[src/rtl/serial_word_tx.sv]
// serial_word_tx: MSB-first word serializer with optional even parity, idle gap and word counter
module serial_word_tx #(
    parameter int WIDTH  = 8,
    parameter int PARITY = 0,
    parameter int GAP    = 1,
    parameter int CNT_W  = 8
) (
    input  logic             clk,
    input  logic             rst,
    input  logic [WIDTH-1:0] data_in,
    input  logic             load_valid,
    output logic             load_ready,
    output logic             tx_bit,
    output logic             tx_active,
    output logic             frame_start,
    output logic [CNT_W-1:0] words_sent
);
    localparam int L  = WIDTH + PARITY;
    localparam int BW = $clog2(L);
    localparam logic [BW-1:0] LAST_BIT  = BW'(L - 1);
    localparam logic [BW-1:0] LAST_DATA = BW'(WIDTH - 1);
    localparam logic [3:0]    LAST_GAP  = 4'(GAP > 0 ? GAP - 1 : 0);

    typedef enum logic [1:0] {S_IDLE, S_SHIFT, S_GAP} state_t;

    state_t             state_q, state_d;
    logic [WIDTH-1:0]   shift_q, shift_d;
    logic               par_q, par_d;
    logic [BW-1:0]      bit_cnt_q, bit_cnt_d;
    logic [3:0]         gap_cnt_q, gap_cnt_d;
    logic               tx_bit_q, tx_bit_d;
    logic               tx_active_q, tx_active_d;
    logic               frame_start_q, frame_start_d;
    logic [CNT_W-1:0]   words_q, words_d;
    logic               last_bit, last_gap, accept;

    assign tx_bit      = tx_bit_q;
    assign tx_active   = tx_active_q;
    assign frame_start = frame_start_q;
    assign words_sent  = words_q;

    // Next-state logic: the bit shown next cycle is prepared here, so outputs stay registered
    always_comb begin
        last_bit      = (state_q == S_SHIFT) && (bit_cnt_q == LAST_BIT);
        last_gap      = (state_q == S_GAP) && (gap_cnt_q == LAST_GAP);
        load_ready    = (state_q == S_IDLE) || ((GAP == 0) && last_bit) || ((GAP > 0) && last_gap);
        accept        = load_valid && load_ready;
        state_d       = state_q;
        shift_d       = shift_q;
        par_d         = par_q;
        bit_cnt_d     = bit_cnt_q;
        gap_cnt_d     = gap_cnt_q;
        tx_bit_d      = 1'b0;
        tx_active_d   = 1'b0;
        frame_start_d = 1'b0;
        words_d       = words_q + {{(CNT_W-1){1'b0}}, last_bit};
        if (accept) begin
            state_d       = S_SHIFT;
            shift_d       = {data_in[WIDTH-2:0], 1'b0};
            par_d         = ^data_in;
            bit_cnt_d     = '0;
            tx_bit_d      = data_in[WIDTH-1];
            tx_active_d   = 1'b1;
            frame_start_d = 1'b1;
        end else begin
            case (state_q)
                S_SHIFT: begin
                    if (!last_bit) begin
                        bit_cnt_d   = bit_cnt_q + 1'b1;
                        shift_d     = {shift_q[WIDTH-2:0], 1'b0};
                        tx_bit_d    = (PARITY != 0 && bit_cnt_q == LAST_DATA) ? par_q : shift_q[WIDTH-1];
                        tx_active_d = 1'b1;
                    end else if (GAP > 0) begin
                        state_d   = S_GAP;
                        gap_cnt_d = '0;
                    end else begin
                        state_d = S_IDLE;
                    end
                end
                S_GAP: begin
                    if (last_gap) state_d = S_IDLE;
                    else gap_cnt_d = gap_cnt_q + 1'b1;
                end
                default: ;
            endcase
        end
    end

    // State and output registers; reset aborts any word in flight
    always_ff @(posedge clk) begin
        if (rst) begin
            state_q       <= S_IDLE;
            shift_q       <= '0;
            par_q         <= 1'b0;
            bit_cnt_q     <= '0;
            gap_cnt_q     <= '0;
            tx_bit_q      <= 1'b0;
            tx_active_q   <= 1'b0;
            frame_start_q <= 1'b0;
            words_q       <= '0;
        end else begin
            state_q       <= state_d;
            shift_q       <= shift_d;
            par_q         <= par_d;
            bit_cnt_q     <= bit_cnt_d;
            gap_cnt_q     <= gap_cnt_d;
            tx_bit_q      <= tx_bit_d;
            tx_active_q   <= tx_active_d;
            frame_start_q <= frame_start_d;
            words_q       <= words_d;
        end
    end
endmodule

[config.mk]
export PLATFORM = sky130hd
export DESIGN_NAME = serial_word_tx
export DESIGN_NICKNAME = d
export VERILOG_FILES = /design/src/rtl/serial_word_tx.sv
export SDC_FILE = /design/constraint.sdc
export NUM_CORES = 1
export LEC_CHECK = 0
export BUFFER_PORTS_ARGS = -buffer_cell sky130_fd_sc_hd__clkbuf_2
export CAP_MARGIN = 10
export CORE_ASPECT_RATIO = 0.7
export CORE_MARGIN = 4
export CORE_UTILIZATION = 58
export DETAILED_ROUTE_END_ITERATION = 8
export PLACE_DENSITY_LB_ADDON = 0.15
export SYNTH_ARGS = -nofsm -noshare
export SYNTH_HDL_FRONTEND = slang
export SYNTH_SLANG_ARGS = --single-unit
[constraint.sdc]
create_clock -name clk -period 2.9 [get_ports clk]
set_clock_uncertainty 0.15 [all_clocks]
set_input_delay 0.145 -clock clk [delete_from_list [all_inputs] [get_ports clk]]
set_output_delay 0.145 -clock clk [all_outputs]
set_load 0.02 [all_outputs]
### Word-level counts from Yosys, hierarchy flattened

Index checks and enable logic that the tools add are counted.

* register bits: 27
* logic and storage cells: 55

* add/subtract/negate cells: 3
* equality and inequality tests: 9
* muxes and demuxes: 17
* bitwise gates (word level): 2
* reductions and logical operators: 15

Operators by type and width (number)
* 8-bit 2-to-1 mux: 3
* 8-bit by 1-bit adder with 8-bit output: 1
* 1-bit 2-to-1 mux: 8
* 4-bit 2-to-1 mux: 2
* 4-bit one-hot mux with 2 select lines: 1
* 2-bit != test (second input constant): 3
* 3-bit != test (second input constant): 2
* 3-bit AND reduction: 2
* 4-bit by 1-bit adder with 4-bit output (second input constant): 1
* 4-bit logical NOT: 1
* 2-bit 2-to-1 mux: 2
* 2-bit one-hot mux with 2 select lines: 1
* 2-bit AND reduction: 2
* 4-bit AND reduction: 1
* 2-bit nonzero test: 2
* 3-bit by 1-bit adder with 3-bit output (second input constant): 1
* 3-bit == test (second input constant): 1
* 1-bit logical AND: 3
* 3-bit nonzero test: 1
* 2-bit by 1-bit == test with 1-bit output (second input constant): 1
* 2-bit == test (second input constant): 1
* 2-bit logical NOT: 1
* 2-bit by 1-bit != test with 1-bit output (second input constant): 1
* 1-bit inverter: 2
* other kinds (2): 2

### Longest topological paths before layout

Gate-level depths: netlist of run 1.

* depth after elaboration: 6
* mapped depth: 9
* gate-level depth less buffers: 9

### Worst setup path after synthesis of run 1

OpenSTA, ideal clock, no wires.

* path type: register -> register
* start: register bit_cnt_q[0]
* end: register words_q[6], in the netlist words_sent[6]
* arrival: 1.726 ns
* path slack: 0.953 ns
* cell stages (with the launch flop): 10
* buffers on the path: 0
* cell sequence: dfxtp_1 ha_1 ha_1 nand3b_1 inv_1 ha_1 ha_1 nand2_1 or3_1 a21oi_1

* longest elaborated chain between the ends: 3

RTL lines
* start: declaration: RTL line 29 `logic [BW-1:0] bit_cnt_q, bit_cnt_d;`
* start signal: assignment: RTL line 105 `bit_cnt_q <= bit_cnt_d;`
* 3-bit == test: RTL line 44 `last_bit = (state_q == S_SHIFT) && (bit_cnt_q == LAST_BIT);`
* 1-bit logical AND: RTL line 44
* 8-bit by 1-bit adder with 8-bit output: RTL line 56 `words_d = words_q + {{(CNT_W-1){1'b0}}, last_bit};`
* end signal: assignment: RTL line 110 `words_q <= words_d;`
* end: declaration: RTL line 34 `logic [CNT_W-1:0] words_q, words_d;`

No other way between the ends.
A chain may end at the register's enable or synchronous reset.

### Final worst setup path of run 1

* start: register gap_cnt_q[0]
* end: output port load_ready

* longest elaborated chain between the ends: 3

RTL lines
* start: declaration: RTL line 30 `logic [3:0] gap_cnt_q, gap_cnt_d;`
* start signal: assignment: RTL line 106 `gap_cnt_q <= gap_cnt_d;`
* 4-bit logical NOT: RTL line 45 `last_gap = (state_q == S_GAP) && (gap_cnt_q == LAST_GAP);`
* 1-bit logical AND: RTL line 45
* 1-bit logical OR: RTL line 46 `load_ready = (state_q == S_IDLE) || ((GAP == 0) && last_bit) || ((GAP > 0) && last_gap);`
* end: declaration: RTL line 12 `output logic load_ready,`

No other way between the ends.

==> metrics.cfg, run 1 <==
[placement]
dpl.hpwl_mm=1.70
place.gp.congestion=0.792
dpl-instance-area_um2=1370
dp_cells=167
place_ws_ns=0.744
portBuffers=22

[sta]
fmax_mhz=452
hold_violations=0
slew_viol_final=0
grt_setup_unrepaired=no
fin_ws_ns=0.689
worstMarginPinSlew_ns=0.583
tns_ns=0
setup_viol=0
layout_min_cycle_time_ns=2.21
post-route-period-util_pct=76.2
max_slew_margin_pct=61.2
whs_ns=0.190

[drt]
met1Wirelength_mm=1.21
vias_per_cell=5.66
top_layer=met4
route.vias.total=1014
drc=0
met3_length_um=131
wl_per_cell_um=14.2
met2_length_mm=1.16
first_pass_iters=4
drtAntennaViolNets=0
finalWirelength_mm=2.53
drt_iter0_drc=21

[synth]
synthCells=130
yosys-top-cells-area=dfxtp_1, mux2i_1, a211oi_2, ha_1, a21oi_1
synth_edf_count=0
async_flop_share_pct=0
yosysMostFrequentCell=dfxtp_1
yosysSeqAreaShare_pct=42.8
netlist-cell-type-count=30
yosysTopAreaCell=dfxtp_1
syn_area_um2=1260
synth-seq-cells=27
synth.avg_cell_area_um2=9.71
synthTopCellsByCount=dfxtp_1, a21oi_1, mux2i_1
ys_warn_count=0
synthFlopType=dfxtp_1
netlist.area_leader.share_pct=42.8
syn_nets=147

[pwr]
power_density_nw_per_um2=437
pwr-share-seq_pct=60.8
power_frac_comb_pct=12.8
swShare_pct=26.1
p_leak_nw=0.587
clkPwrFrac_pct=26.3
p_switching_mw=0.168
p_int_mw=0.477
ir_drop_mv=0.337
power.total_mw=0.645

[worst_setup_path]
worst-r2r-cell-count=9
worstSetupEndpoint=load_ready
critPathMaxFanout=9
reg2reg_to=words_sent[6]$_SDFF_PP0_
r2r_start=bit_cnt_q[1]$_SDFFE_PP0P_
worstPathArrival_ns=1.92
critPathRequiredTime_ns=2.61
cp-startpoint=gap_cnt_q[0]$_SDFFE_PP0P_
cp-start-kind=flop
cp-end-kind=primary output
r2r_setup_slack_ns=0.73
path_class=reg -> out

[clocking]
cts_tree=built
cts_root_buffer=clkbuf_4
cts_sinks=27
clk_path_buf_depth=2
ctsResizeCount=0
insertion_delay_ns=0.35
htreeDepth=1
clk_pin_slew_ns=0.16
numCtsBuffers=3

[floorplanning]
initial_utilization_pct=64.7
core.rowCount=13
dieArea_um2=3000
io_pins=23
core_area_um2=1950
die_w_um=63.8
die_height_um=47.0

[global_routing]
grt_max_degree=29
overflow=0
antenna_found_initial=0
grt_pass1_wl_mm=4.19
globalRouteTotalUtil_pct=18.9
grt_pass1_vias=906

[cells_and_area]
nNetsFinal=175
fillCellCount=147
regArea_um2=541
multi_input_area_um2=659
drive_above_1_share_pct=22.3
fin_util_pct=75.7
num_antenna_cells=0
fin_area_um2=1480
syn_to_final_growth_pct=17.0
layout.cells.non_filler=179

[worst_hold_path]
hp-class=in -> reg

[run]
maxCapViolations=0

[outcome]
outcome=complete, no violations

cells in the final DEF (no fill, tap or decap), types with 2 or more instances in the layout:
cell / instances
nand3_1: 4
nor2_1: 5
a211oi_2: 6
o21ai_0: 6
a211oi_1: 6
nand3b_1: 2
nor2b_1: 3
dlygate4sd3_1: 8
xor2_1: 2
nand2b_1: 5
nand2_1: 2
mux2i_1: 9
nor3_1: 4
a21oi_1: 10
clkbuf_2: 22
o211ai_1: 2
dfxtp_1: 27
clkbuf_4: 3
xnor2_1: 2
or3b_1: 3
or3_1: 5
inv_1: 6
ha_1: 6
flip-flops by register name (all words and copies together), names as in the netlist:
register,cells
frame_start,1
tx_active,1
words_sent,8
gap_cnt_q,4
bit_cnt_q,3
tx_bit,1
shift_q,7
state_q,2
logic make-up (layout without fill, tap and decap cells):
family / count (synthesis) / count (layout) / synth area share, %
XOR/XNOR: 4 / 4 / 2.78
buffers and inverters: 14 / 41 / 4.96
AO/OA/AOI/OAI: 33 / 33 / 18.7
adder cells (fa/ha/maj): 6 / 6 / 5.95
flip-flops: 27 / 27 / 42.8
multiplexers: 9 / 9 / 7.14
AND/OR/NAND/NOR: 37 / 37 / 17.6
final cells by class:
class / instances / area share (%)
timing repair buffer: 31 / 13.4
multi-input combinational: 89 / 44.6
sequential: 27 / 36.6
tap: 22 / 1.86
inverter: 6 / 1.52
clock inverter: 1 / 0.508
clock buffer: 3 / 1.52
per-layer routing:
layer,vias to the layer above,global-route usage (%)
li1,526,-
met4,0,6.44
met1,454,22.1
met2,27,34.4
met3,7,5.74
met5,-,0
power by group through the flow:
stage	Clock [mW]	Combinational, mW	Sequential (mW)
after CTS	0.175	0.0821	0.392
after detailed placement	0	0.0735	0.401
after global routing	0.193	0.0897	0.395
final	0.170	0.0828	0.393
after floorplan	0	0.0543	0.402
after global placement	0	0.0716	0.400
worst min path at each step:
stage	start	end	slack, ns	depth (start not counted)
final	rst	shift_q[5]$_SDFFE_PP0P_	0.19	2
after global routing	rst	shift_q[6]$_SDFFE_PP0P_	0.20	2
after CTS	rst	shift_q[5]$_SDFFE_PP0P_	0.18	2
after detailed placement	data_in[0]	shift_q[1]$_SDFFE_PP0P_	0.25	3
after global placement	data_in[7]	tx_bit$_SDFF_PP0_	0.23	3
after floorplan	data_in[7]	tx_bit$_SDFF_PP0_	0.14	2
timing repair:
action,in CTS,in global routing
endpoints found under the hold margin,8,0
hold buffers,8,0
endpoints found under the setup margin,0,0
setup buffers,0,0
critical path, stage by stage, from the launching register on:
cell	delay (ns)
dfxtp_1	0.37
inv_1	0.07
ha_1	0.16
or3b_1	0.52
a21oi_1	0.27
clkbuf_2	0.20
(Power assumes the default switching activity.)
==> run 2: changes to the inputs <==
Settings changed: CORE_UTILIZATION 58 to 53.
Clock period 2.9 ns to 2.2 ns, I/O delays scaled along.
==> run 2 against run 1 <==
Core utilization decreased by 7.1 points. Critical endpoint is now words_sent[6]$_SDFF_PP0_. Largest cell class unchanged. Sequential power up 32%. Sequential cell count unchanged. Global-route usage decreased by 2.5 points. Combinational power up 30%.
==> metrics.cfg, run 2 (synthesis results as in run 1) <==
[sta]
setup_viol=0  ; unchanged
fmax_mhz=484
whs_ns=0.199  ; was 0.190 ns
worstMarginPinSlew_ns=0.605  ; was 0.583 ns
hold_violations=0  ; unchanged
slew_viol_final=0  ; unchanged
layout_min_cycle_time_ns=2.07
max_slew_margin_pct=59.6  ; was 61.2%
post-route-period-util_pct=94.0

[worst_setup_path]
cp-start-kind=flop  ; unchanged
r2r_start=bit_cnt_q[0]$_SDFFE_PP0P_  ; was bit_cnt_q[1]$_SDFFE_PP0P_
r2r_setup_slack_ns=0.13  ; was 0.73 ns
worstPathArrival_ns=2.17  ; was 1.92 ns
reg2reg_to=words_sent[6]$_SDFF_PP0_  ; unchanged
path_delay_family=adder cells  ; was simple AND/OR/NAND/NOR gates
worst-r2r-cell-count=9  ; unchanged
path_cells=ha_1 > ha_2 > nand3b_1 > inv_1 > ha_1 > ha_2 > nand2_1 > or3_1 > a21oi_1  ; was inv_1 > ha_1 > or3b_1 > a21oi_1 > clkbuf_2
critPathBufInv=1  ; was 2
critPathMaxFanout=4  ; was 9
slowest_stage=dfxtp_1  ; was or3b_1
max_stage_delay_ns=0.38  ; was 0.52 ns
critPathRequiredTime_ns=2.31  ; was 2.61 ns
cp-end-kind=flop  ; was primary output
path_class=reg -> reg  ; was reg -> out
path_depth=9  ; was 5

[drt]
met1Wirelength_mm=1.25  ; was 1.21 mm
drtAntennaViolNets=0  ; unchanged
met3_length_um=82  ; was 131 µm
vias_per_cell=5.15  ; was 5.66
finalWirelength_mm=2.48  ; was 2.53 mm
drt_iter0_drc=82  ; was 21
drc=0  ; unchanged
first_pass_iters=4  ; unchanged
route.vias.total=983  ; was 1014
met2_length_mm=1.13  ; was 1.16 mm
wl_per_cell_um=13.0  ; was 14.2 µm
top_layer=met4  ; unchanged

[pwr]
power_frac_comb_pct=12.9  ; was 12.8%
clkPwrFrac_pct=25.3  ; was 26.3%
p_leak_nw=0.591  ; was 0.587 nW
pwr-share-seq_pct=61.7  ; was 60.8%
power_density_nw_per_um2=553  ; was 437 nW/µm²
ir_drop_mv=0.569  ; was 0.337 mV
swShare_pct=25.1  ; was 26.1%
p_switching_mw=0.210  ; was 0.168 mW
p_int_mw=0.628  ; was 0.477 mW

[cells_and_area]
nNetsFinal=177  ; was 175
final_cell_mix=dfxtp_1, clkbuf_2, mux2i_1, a21oi_1, dlygate4sd3_1  ; was dfxtp_1, clkbuf_2, a21oi_1
fin_area_um2=1510  ; was 1480 µm²
largest_reg_flops=8  ; unchanged
drive_above_1_share_pct=25.8  ; was 22.3%
num_antenna_cells=0  ; unchanged
final_common_cell=dfxtp_1  ; unchanged
syn_to_final_growth_pct=19.9  ; was 17.0%

[floorplanning]
io_pins=23  ; unchanged
core.rowCount=14  ; was 13
die_w_um=66.3  ; was 63.8 µm
initial_utilization_pct=57.2  ; was 64.7%
die_height_um=48.8  ; was 47.0 µm
dieArea_um2=3240  ; was 3000 µm²
core_area_um2=2210  ; was 1950 µm²

[clocking]
insertion_delay_ns=0.32  ; was 0.35 ns
cts_sinks=27  ; unchanged
numCtsBuffers=3  ; unchanged
cts_root_buffer=clkbuf_4  ; unchanged
cts_tree=built  ; unchanged
clk_path_buf_depth=2  ; unchanged
clk_pin_slew_ns=0.14  ; was 0.16 ns
htreeDepth=1  ; unchanged

[placement]
dpl-instance-area_um2=1390  ; was 1370 µm²
dpl.hpwl_mm=1.71  ; was 1.70 mm
portBuffers=22  ; unchanged
place.gp.congestion=0.760  ; was 0.792

[global_routing]
overflow=0  ; unchanged
grt_pass1_vias=929  ; was 906
antenna_found_initial=0  ; unchanged
grt_max_degree=29  ; unchanged
globalRouteTotalUtil_pct=16.4  ; was 18.9%
grt_pass1_wl_mm=4.20  ; was 4.19 mm

[worst_hold_path]
hp-class=in -> reg  ; unchanged
whs_endpoint=shift_q[6]$_SDFFE_PP0P_  ; was shift_q[5]$_SDFFE_PP0P_
hold_depth=2  ; unchanged
hp-start=rst  ; unchanged

[outcome]
outcome=complete, no violations  ; unchanged

[run]
maxCapViolations=0  ; unchanged

## run 2: cell count changes in the layout (fill, tap and decap cells not counted), sizes merged
cell	delta
buf	+2
clkinvlp	-1
clkinv	+1
## run 2: how the worst max path moves through the flow
stage / from / endpoint / slack (ns)
detailed placement: bit_cnt_q[0]$_SDFFE_PP0P_ / words_sent[6]$_SDFF_PP0_ / 0.05
finish: bit_cnt_q[0]$_SDFFE_PP0P_ / words_sent[6]$_SDFF_PP0_ / 0.13
floorplan: bit_cnt_q[0]$_SDFFE_PP0P_ / words_sent[6]$_SDFF_PP0_ / 0.25
global route: bit_cnt_q[1]$_SDFFE_PP0P_ / words_sent[6]$_SDFF_PP0_ / -0.007
global placement: bit_cnt_q[0]$_SDFFE_PP0P_ / words_sent[6]$_SDFF_PP0_ / 0.18
CTS: bit_cnt_q[0]$_SDFFE_PP0P_ / words_sent[6]$_SDFF_PP0_ / 0.02
## run 2: repair_timing
item                                    CTS  global route
pin swaps                                 0             1
hold buffers                              8             0
gates resized for setup                   1             3
endpoints found under the setup margin    1             3
buffers inserted                          0             1
endpoints found under the hold margin     8             0
## run 2: layout make-up
type	instances	area [µm²]
clock buffers	3	22.5
clock inverters	1	5.00
fillers	189	693
inverters	6	22.5
multi-input cells	89	671
flip-flops and latches	27	541
well taps	32	40.0
repair buffers	33	213
## run 2: metal layers
metal	up-vias	global-route usage [%]
met5	-	0
met2	16	27.2
met1	435	21.0
li1	530	-
met3	2	5.76
met4	0	2.03
## run 2: per-stage QoR
step / std cells / worst slack, ns / util (%) / total power, mW / TNS, ns
floorplan: 130 / 0.253 / - / 0.602 / 0
global placement: 178 / 0.175 / 62.9 / 0.621 / 0
detailed placement: 178 / 0.0528 / 62.9 / 0.625 / 0
CTS: 190 / 0.0226 / 67.9 / 0.846 / 0
global route: 191 / -0.00687 / 68.6 / 0.880 / -0.00687
finish: 191 / 0.133 / 68.6 / 0.838 / 0
## run 2: power by group through the flow
stage	clock (mW)	combinational, mW	sequential [mW]
after global routing	0.241	0.119	0.520
after global placement	0	0.0940	0.527
after CTS	0.220	0.109	0.517
final	0.212	0.108	0.517
after floorplan	0	0.0716	0.530
after detailed placement	0	0.0972	0.528
